## config.mk

```make
export PLATFORM = sky130hd
export DESIGN_NAME = mod_n_updown_counter
export DESIGN_NICKNAME = d
export VERILOG_FILES = /design/src/rtl/mod_n_updown_counter.sv
export SDC_FILE = /design/constraint.sdc
export NUM_CORES = 1
export LEC_CHECK = 0
export ABC_AREA = 1
export CORE_AREA = 5 5 42 44
export CTS_BUF_LIST = sky130_fd_sc_hd__clkbuf_8
export CTS_CLUSTER_SIZE = 10
export DETAILED_ROUTE_END_ITERATION = 16
export DIE_AREA = 0 0 47 49
export PLACE_DENSITY = 0.83
export SLEW_MARGIN = 10
export SYNTH_ARGS = -nofsm -noshare
export SYNTH_HDL_FRONTEND = slang
export SYNTH_SLANG_ARGS = --single-unit
```

## constraint.sdc

```tcl
create_clock -name clk -period 3 [get_ports clk]
set_input_delay 0.75 -clock clk [delete_from_list [all_inputs] [get_ports clk]]
set_output_delay 0.75 -clock clk [all_outputs]
set_load 0.01 [all_outputs]
```

## src/rtl/mod_n_updown_counter.sv

```systemverilog
// Synchronous modulo-N up/down counter with clear, parallel load, wrap or saturate
// at the range ends, a combinational terminal count, a one-cycle wrap pulse, a
// sticky overflow flag and a registered Gray-code copy of the count.
// Legal range: 2 <= MODULUS <= 2**WIDTH.
module mod_n_updown_counter #(
  parameter int WIDTH    = 4,
  parameter int MODULUS  = 16,
  parameter int SATURATE = 0
) (
  input  logic             clk,
  input  logic             reset,
  input  logic             enable,
  input  logic             up_dn,
  input  logic             clear,
  input  logic             load,
  input  logic [WIDTH-1:0] load_value,
  output logic [WIDTH-1:0] count,
  output logic [WIDTH-1:0] count_gray,
  output logic             tc,
  output logic             wrap_pulse,
  output logic             overflow
);

  localparam logic [WIDTH-1:0] MAX_CNT = WIDTH'(MODULUS - 1);
  localparam logic [WIDTH-1:0] ONE     = WIDTH'(1);

  // Binary to reflected Gray code.
  function automatic logic [WIDTH-1:0] to_gray(input logic [WIDTH-1:0] b);
    return b ^ (b >> 1);
  endfunction

  // Out-of-range load values are clamped to the top of the count range.
  function automatic logic [WIDTH-1:0] clamp_load(input logic [WIDTH-1:0] v);
    return (v <= MAX_CNT) ? v : MAX_CNT;
  endfunction

  logic [WIDTH-1:0] r_count;
  logic [WIDTH-1:0] r_gray;
  logic             r_wrap_pulse;
  logic             r_overflow;

  logic             w_at_max;
  logic             w_at_min;
  logic             w_at_end;
  logic [WIDTH-1:0] w_step;
  logic [WIDTH-1:0] w_count_next;
  logic             w_wrap_next;
  logic             w_ovf_next;

  assign w_at_max = (r_count == MAX_CNT);
  assign w_at_min = (r_count == '0);
  assign w_at_end = up_dn ? w_at_max : w_at_min;

  // Terminal count is combinational so a cascaded stage can see it in the same cycle.
  assign tc = enable & w_at_end;

  // Value after one counting step in the sampled direction, honouring wrap/saturate.
  always_comb begin
    w_step = r_count;
    if (up_dn) begin
      if (!w_at_max)          w_step = r_count + ONE;
      else if (SATURATE == 0) w_step = '0;
    end else begin
      if (!w_at_min)          w_step = r_count - ONE;
      else if (SATURATE == 0) w_step = MAX_CNT;
    end
  end

  // Next-state selection: clear beats load beats counting; idle cycles drop the pulse.
  always_comb begin
    w_count_next = r_count;
    w_wrap_next  = 1'b0;
    w_ovf_next   = r_overflow;
    if (clear) begin
      w_count_next = '0;
      w_ovf_next   = 1'b0;
    end else if (load) begin
      w_count_next = clamp_load(load_value);
    end else if (enable) begin
      w_count_next = w_step;
      // Reaching an end while enabled is either a wrap or a saturation hit.
      w_wrap_next  = w_at_end && (SATURATE == 0);
      w_ovf_next   = r_overflow | w_at_end;
    end
  end

  // State registers; Gray code is taken from the next count so it tracks count with no lag.
  always_ff @(posedge clk) begin
    if (reset) begin
      r_count      <= '0;
      r_gray       <= '0;
      r_wrap_pulse <= 1'b0;
      r_overflow   <= 1'b0;
    end else begin
      r_count      <= w_count_next;
      r_gray       <= to_gray(w_count_next);
      r_wrap_pulse <= w_wrap_next;
      r_overflow   <= w_ovf_next;
    end
  end

  assign count      = r_count;
  assign count_gray = r_gray;
  assign wrap_pulse = r_wrap_pulse;
  assign overflow   = r_overflow;

endmodule
```

==> flow_metrics.py <==
metrics = {
    "setup_path": {
        "start_kind": "input pin",
        "cp.arrival_ns": 1.81,
        "critPathKind": "in2out",
        "critical_path_required_ns": 2.25,
        "end_kind": "output pin",
        "rr_worst_depth": 6,
        "cp_max_fo": 3,
    },
    "timing": {
        "worstMarginPinSlew_ns": 0.2736,
        "fin_crit_ns": 2.559,
        "slew_violations": 0,
        "setup-violations-final": 0,
        "finalHoldViolations": 0,
        "whs_ns": 0.4678,
        "rsz0062_at_grt": "false",
        "fmax_ghz": 0.3908,
        "tns_ns": 0,
        "finalCritPeriodShare_pct": 85.30,
        "finClkSkew_ns": 0.004432,
        "relSlewSlack_pct": 81.73,
    },
    "detailed_routing": {
        "vias_per_cell": 4.857,
        "dr.pass1.iters": 4,
        "antenna_left": 0,
        "post_drt_wl_per_cell_um": 10.80,
        "drcViolationCount": 0,
        "num_vias": 612,
        "drt-initial-drc-count": 5,
        "routed_wl_um": 1361,
    },
    "cells_and_area": {
        "syn2layout_area_growth_pct": 48.86,
        "fin_nets": 123,
        "final_area_um2": 815.8,
        "final_cells": 126,
        "antenna_cells": 0,
        "fillCellCount": 141,
        "utilization_pct": 58.21,
        "drive_gt1_share_pct": 11.82,
    },
    "synth": {
        "synth_xor_area_share_pct": 1.598,
        "synth_cells": 86,
        "yosysTopAreaCell": "dfxtp_1",
        "synth_top_flop_cell": "dfxtp_1",
        "synth_edf_count": 0,
        "seq_area_frac_synth_pct": 32.88,
        "netlist_top_cells_count": "nand2_1, nor2_1, inv_1",
        "yosys.area_share.simple_pct": 38.36,
        "yosys_warnings": 0,
        "yosys.area.top_type_share_pct": 32.88,
        "synth_top_family_by_area": "simple AND/OR/NAND/NOR gates",
        "syn-num-nets": 98,
        "yosysMostFrequentCell": "nand2_1",
        "synth-compound-area-share_pct": 12.10,
        "async_flop_share_pct": 0,
        "synth_cell_types": 17,
        "netlist_area_um2": 548.0,
        "muxShareOfSynthArea_pct": 0,
        "synth_fa_ha_area_share_pct": 4.566,
        "post_synth.cell_area_avg_um2": 6.372,
        "synth.area.top_cells": "dfxtp_1, nand2_1, nor2_1",
        "ys_ff_latch": 9,
    },
    "pwr": {
        "ir_drop_uv": 271.7,
        "p_leak_nw": 0.3873,
        "p_per_area_mw_per_mm2": 433.1,
    },
    "placement": {
        "post-dp-hpwl_um": 1073,
        "io_buffers": 20,
        "place_congestion": 0.8366,
        "dp_cells": 122,
        "place_area_um2": 768.2,
    },
    "floorplan": {
        "die_x_um": 47,
        "fp.coreArea_mm2": 0.001401,
        "pin_count": 21,
        "die-area_mm2": 0.002303,
        "start_util_pct": 39.11,
        "die_h_um": 49,
        "num_rows": 14,
    },
    "grt": {
        "grt_pass1_wl_um": 2194,
        "grt_pass1_vias": 575,
        "groute.usage.overall_pct": 13.39,
        "antenna_found_initial": 0,
        "overflow": 0,
        "grt_max_degree": 9,
    },
    "cts": {
        "htree_levels": 1,
        "postCtsSetupRepairBufs": 0,
        "clockBufferDepth": 2,
        "ctsRootBufferMaster": "clkbuf_8",
        "cts.clk_slew.worst_paths_ns": 0.05,
        "clkSinkCount": 9,
        "cts_buffers": 3,
        "tritoncts": "yes",
        "cts-hold-fix-buffers": 0,
        "insertion_delay_ns": 0.24,
    },
    "hold_path": {
        "hold_path_class": "reg2reg",
        "holdPathStages": 2,
    },
    "run_status": {
        "status": "completed",
    },
    "job": {
        "max_cap_violations": 0,
    },
}
report_power, final:
| part | total, mW | internal [mW] | switching, mW |
|---|---|---|---|
| clock | 0.139 | 0.0893 | 0.0499 |
| sequential | 0.134 | 0.127 | 0.00660 |
| combinational | 0.0805 | 0.0408 | 0.0398 |
| total | 0.353 | 0.257 | 0.0963 |
area by class of cell:
type	count	area (um2)	share of cell area, %
clock buffers	3	41.29	5.061
clock inverters	1	3.754	0.4601
inverters	13	50.05	6.135
multi-input cells	63	310.3	38.04
flip-flops and latches	9	180.2	22.09
well taps	16	20.02	2.454
repair buffers	21	210.2	25.77
path summary, 6_finish.rpt:
path	startpoint	endpoint	slack [ns]
setup reg to reg	count[0]$_SDFF_PP0_	count_gray[1]$_SDFF_PP0_	1.39
hold / removal	overflow$_SDFFE_PP0P_	overflow$_SDFFE_PP0P_	0.47
setup / recovery	up_dn	tc	0.44
hold reg to reg	overflow$_SDFFE_PP0P_	overflow$_SDFFE_PP0P_	0.47
per-stage QoR:
step           total power [mW]  worst slack, ns
3_3_place_gp             0.2137          0.07031
6_report                 0.3533           0.4409
4_1_cts                  0.3547          0.04633
3_5_place_dp             0.2163          0.06061
5_1_grt                  0.3701           0.3697
2_1_floorplan            0.1771            1.118
worst max-delay path, stage by stage:
cell             delay, ns
clkdlybuf4s50_1       0.49
inv_2                 0.05
nor2_2                0.14
inv_1                 0.07
a21oi_2               0.13
dlymetal6s2s_1        0.17
placed cells by master, fill, tap and decap left out:
cell type	count
buf_4	1
a21oi_1	5
nand2_2	1
nand3_1	9
nor2_2	2
clkdlybuf4s50_1	19
a21oi_2	3
nor2_1	15
or2_1	1
clkinv_2	1
nand2_1	19
inv_1	11
clkbuf_8	3
nand4_1	2
dfxtp_1	9
ha_1	2
dlymetal6s2s_1	1
xor2_1	1
o21ai_1	3
inv_2	2
logic make-up after synthesis:
kind of cell / after synthesis
flops: 9
xor+xnor: 1
fa+ha+maj: 2
compound gates: 11
simple gates: 49
buf+inv: 14
repair_timing:
item / in CTS / in global routing
gates resized for setup: 0 / 1
hold endpoints to repair: 0 / 0
endpoints found under the setup margin: 0 / 1
flip-flops by register name (all words and copies together), names as in the netlist:
register / cells
count_gray: 3
wrap_pulse: 1
overflow: 1
count: 4
layer usage:
| metal | track usage [%] | vias up | share of wire, % |
|---|---|---|---|
| met4 | 9.677 | 0 | 3.2 |
| met2 | 22.40 | 15 | 51 |
| met1 | 12.78 | 273 | 38 |
| met3 | 4.428 | 5 | 7.0 |
| met5 | 0 | - | 0 |
| li1 | - | 319 | - |
No activity file was read; power rests on OpenSTA's default activity.
==> RTL change: new RTL, same settings <==
Change the parameter `WIDTH` from 4 to 5.
--- a/src/rtl/mod_n_updown_counter.sv
+++ b/src/rtl/mod_n_updown_counter.sv
@@ -4,5 +4,5 @@
 // Legal range: 2 <= MODULUS <= 2**WIDTH.
 module mod_n_updown_counter #(
-  parameter int WIDTH    = 4,
+  parameter int WIDTH    = 5,
   parameter int MODULUS  = 16,
   parameter int SATURATE = 0
Ports: changed (resized count, count_gray and load_value); port bits go from 21 to 24. No check against the original RTL was run, so the function may have changed too.
==> RTL change against the original RTL <==
Worst setup slack lost 0.21 ns; global-route usage grew 4.7 points; die area is the same; wire length grew 27%; non-clock buffer count grew 7; critical path type unchanged; sequential cell count grew 2; final area grew 26%; count of clock-buffer cells in the layout is the same; synthesized cell count grew 22%; sequential power grew 21%; register-to-register slack gained 0.05 ns; largest cell class unchanged; power grew 16%; synthesized area grew 30%.
==> RTL change: results (changes against the original RTL) <==
Status
The run finished with clean final reports.

Logic synthesis
The number of unique standard cell types used by synthesis was 23 (+6). The gate count of the mapped netlist is 105 (+22%). After synthesis, the most frequently instantiated cells are nand2_1, nor2_1, dfxtp_1. The count of warnings emitted by yosys is 0 (unchanged). Yosys attributes the largest share of cell area to dfxtp_1, nand2_1, nor2_1, a21oi_1, nand3_1.

The sequential-to-total area share from yosys stat is 0.309 (-0.0200). The post-synthesis net count is 118 (+20%). The share of synthesized flip-flops with an asynchronous set or reset is 0 (unchanged). In the synthesized netlist the dominant register cell turns out to be dfxtp_1.

Global route
The number of global-route vias before repair is 724 (+26%). The overall routing resource usage was 0.180 (+0.0465). The global-route wire length before repair was 3040 um (+38%). The maximum number of pins on one net before global-route repair is 10 (+1).

Detailed routing
The number of DRC violations after detailed-routing iteration 0 came to 15 (+10). The number of vias per cell is 4.99 (+2.7%). The antenna violation net count after detailed routing is 0 (unchanged). The wire length per cell was 11.5 um (+6.7%). The total wire length after detailed routing is 1730 um (+27%).

Cells and area
The count of antenna diodes in the layout is 0 (unchanged). The fraction of layout instances using a drive strength above 1 is 0.194 (+0.0758). The number of flip-flops in the largest register is 5 (+1).

Min path
The number of stages on the worst hold path came to 1 (-1). The worst hold-check path type is reg -> reg. The endpoint of the worst hold-timing path is overflow.

Placement
The HPWL after detailed placement is 1420 um (+32%). The final weighted congestion in routability-driven placement is 0.909 (+8.7%). The worst setup slack after placement came to -0.0495 ns (-0.110 ns). The instance area at placement is 983 um2 (+28%). The number of buffers added on ports is 23 (+15%).

Pwr
The maximum vdd drop was 0.288 mV (+5.9%). The static power due to leakage is 0.469 nW (+21%). The relative contribution of combinational cells to total power came to 0.254 (+0.026).

The power per cell area was 400 nW/um2 (-7.6%). The part of the total power dissipated in the clock network was 0.353 (-0.041). The switching power total was 0.117 mW (+21%).

Worst setup path
The highest fanout seen on the critical path came to 2 (-1). Following the worst setup path forward leads to its endpoint at tc. The cell family contributing the most delay on the critical path is buffers and inverters. The slack of the worst reg-to-reg path is 1.44 ns (+0.05 ns). The endpoint of the most critical register-to-register path is count_gray[1]. The depth of the worst register-to-register path is 9 (+3). The critical path arrival came to 2.02 ns (+0.21 ns).

Clock network
The H-tree depth reported by CTS is 1 (unchanged). The post-cts resize count is 1 (+1). In this run the clock root is driven by a clkbuf_8. The number of hold buffers added after CTS is 0 (unchanged).

Timing
The actual slew at the worst max-slew pin is 0.310 ns (+0.0361 ns). The final critical path time including I/O delays and setup was 2.77 ns (+0.206 ns). The worst hold slack after final layout is 0.474 ns (+0.00658 ns). The setup skew after layout is 0.00205 ns (-0.00238 ns).
RTL change: layer usage:
| layer | up-vias | track usage | routed length, um |
|---|---|---|---|
| met1 | 330 | 0.205 | 735 |
| met5 | - | 0 | 0 |
| li1 | 393 | - | - |
| met2 | 21 | 0.285 | 837 |
| met3 | 4 | 0.0480 | 115 |
| met4 | 0 | 0.111 | 41 |
RTL change: kinds of logic (layout without fill, tap and decap cells):
kind of cell               Yosys count  count (layout)  synth area share
AOI/OAI and AO/OA                   13              13             0.102
adders and majority gates            2               2            0.0351
xor gates and xnor gates             1               1            0.0123
and+or+nand+nor                     63              63             0.454
buffers and inverters               15              44            0.0877
DFF                                 11              11             0.309
RTL change: layout make-up:
cell class | instances | area (um2)
clock buffers | 3 | 41.3
clock inverters | 1 | 3.75
fillers | 134 | 374
inverters | 12 | 45.0
multi-input cells | 79 | 430
flip-flops and latches | 11 | 220
well taps | 16 | 20.0
repair buffers | 28 | 267
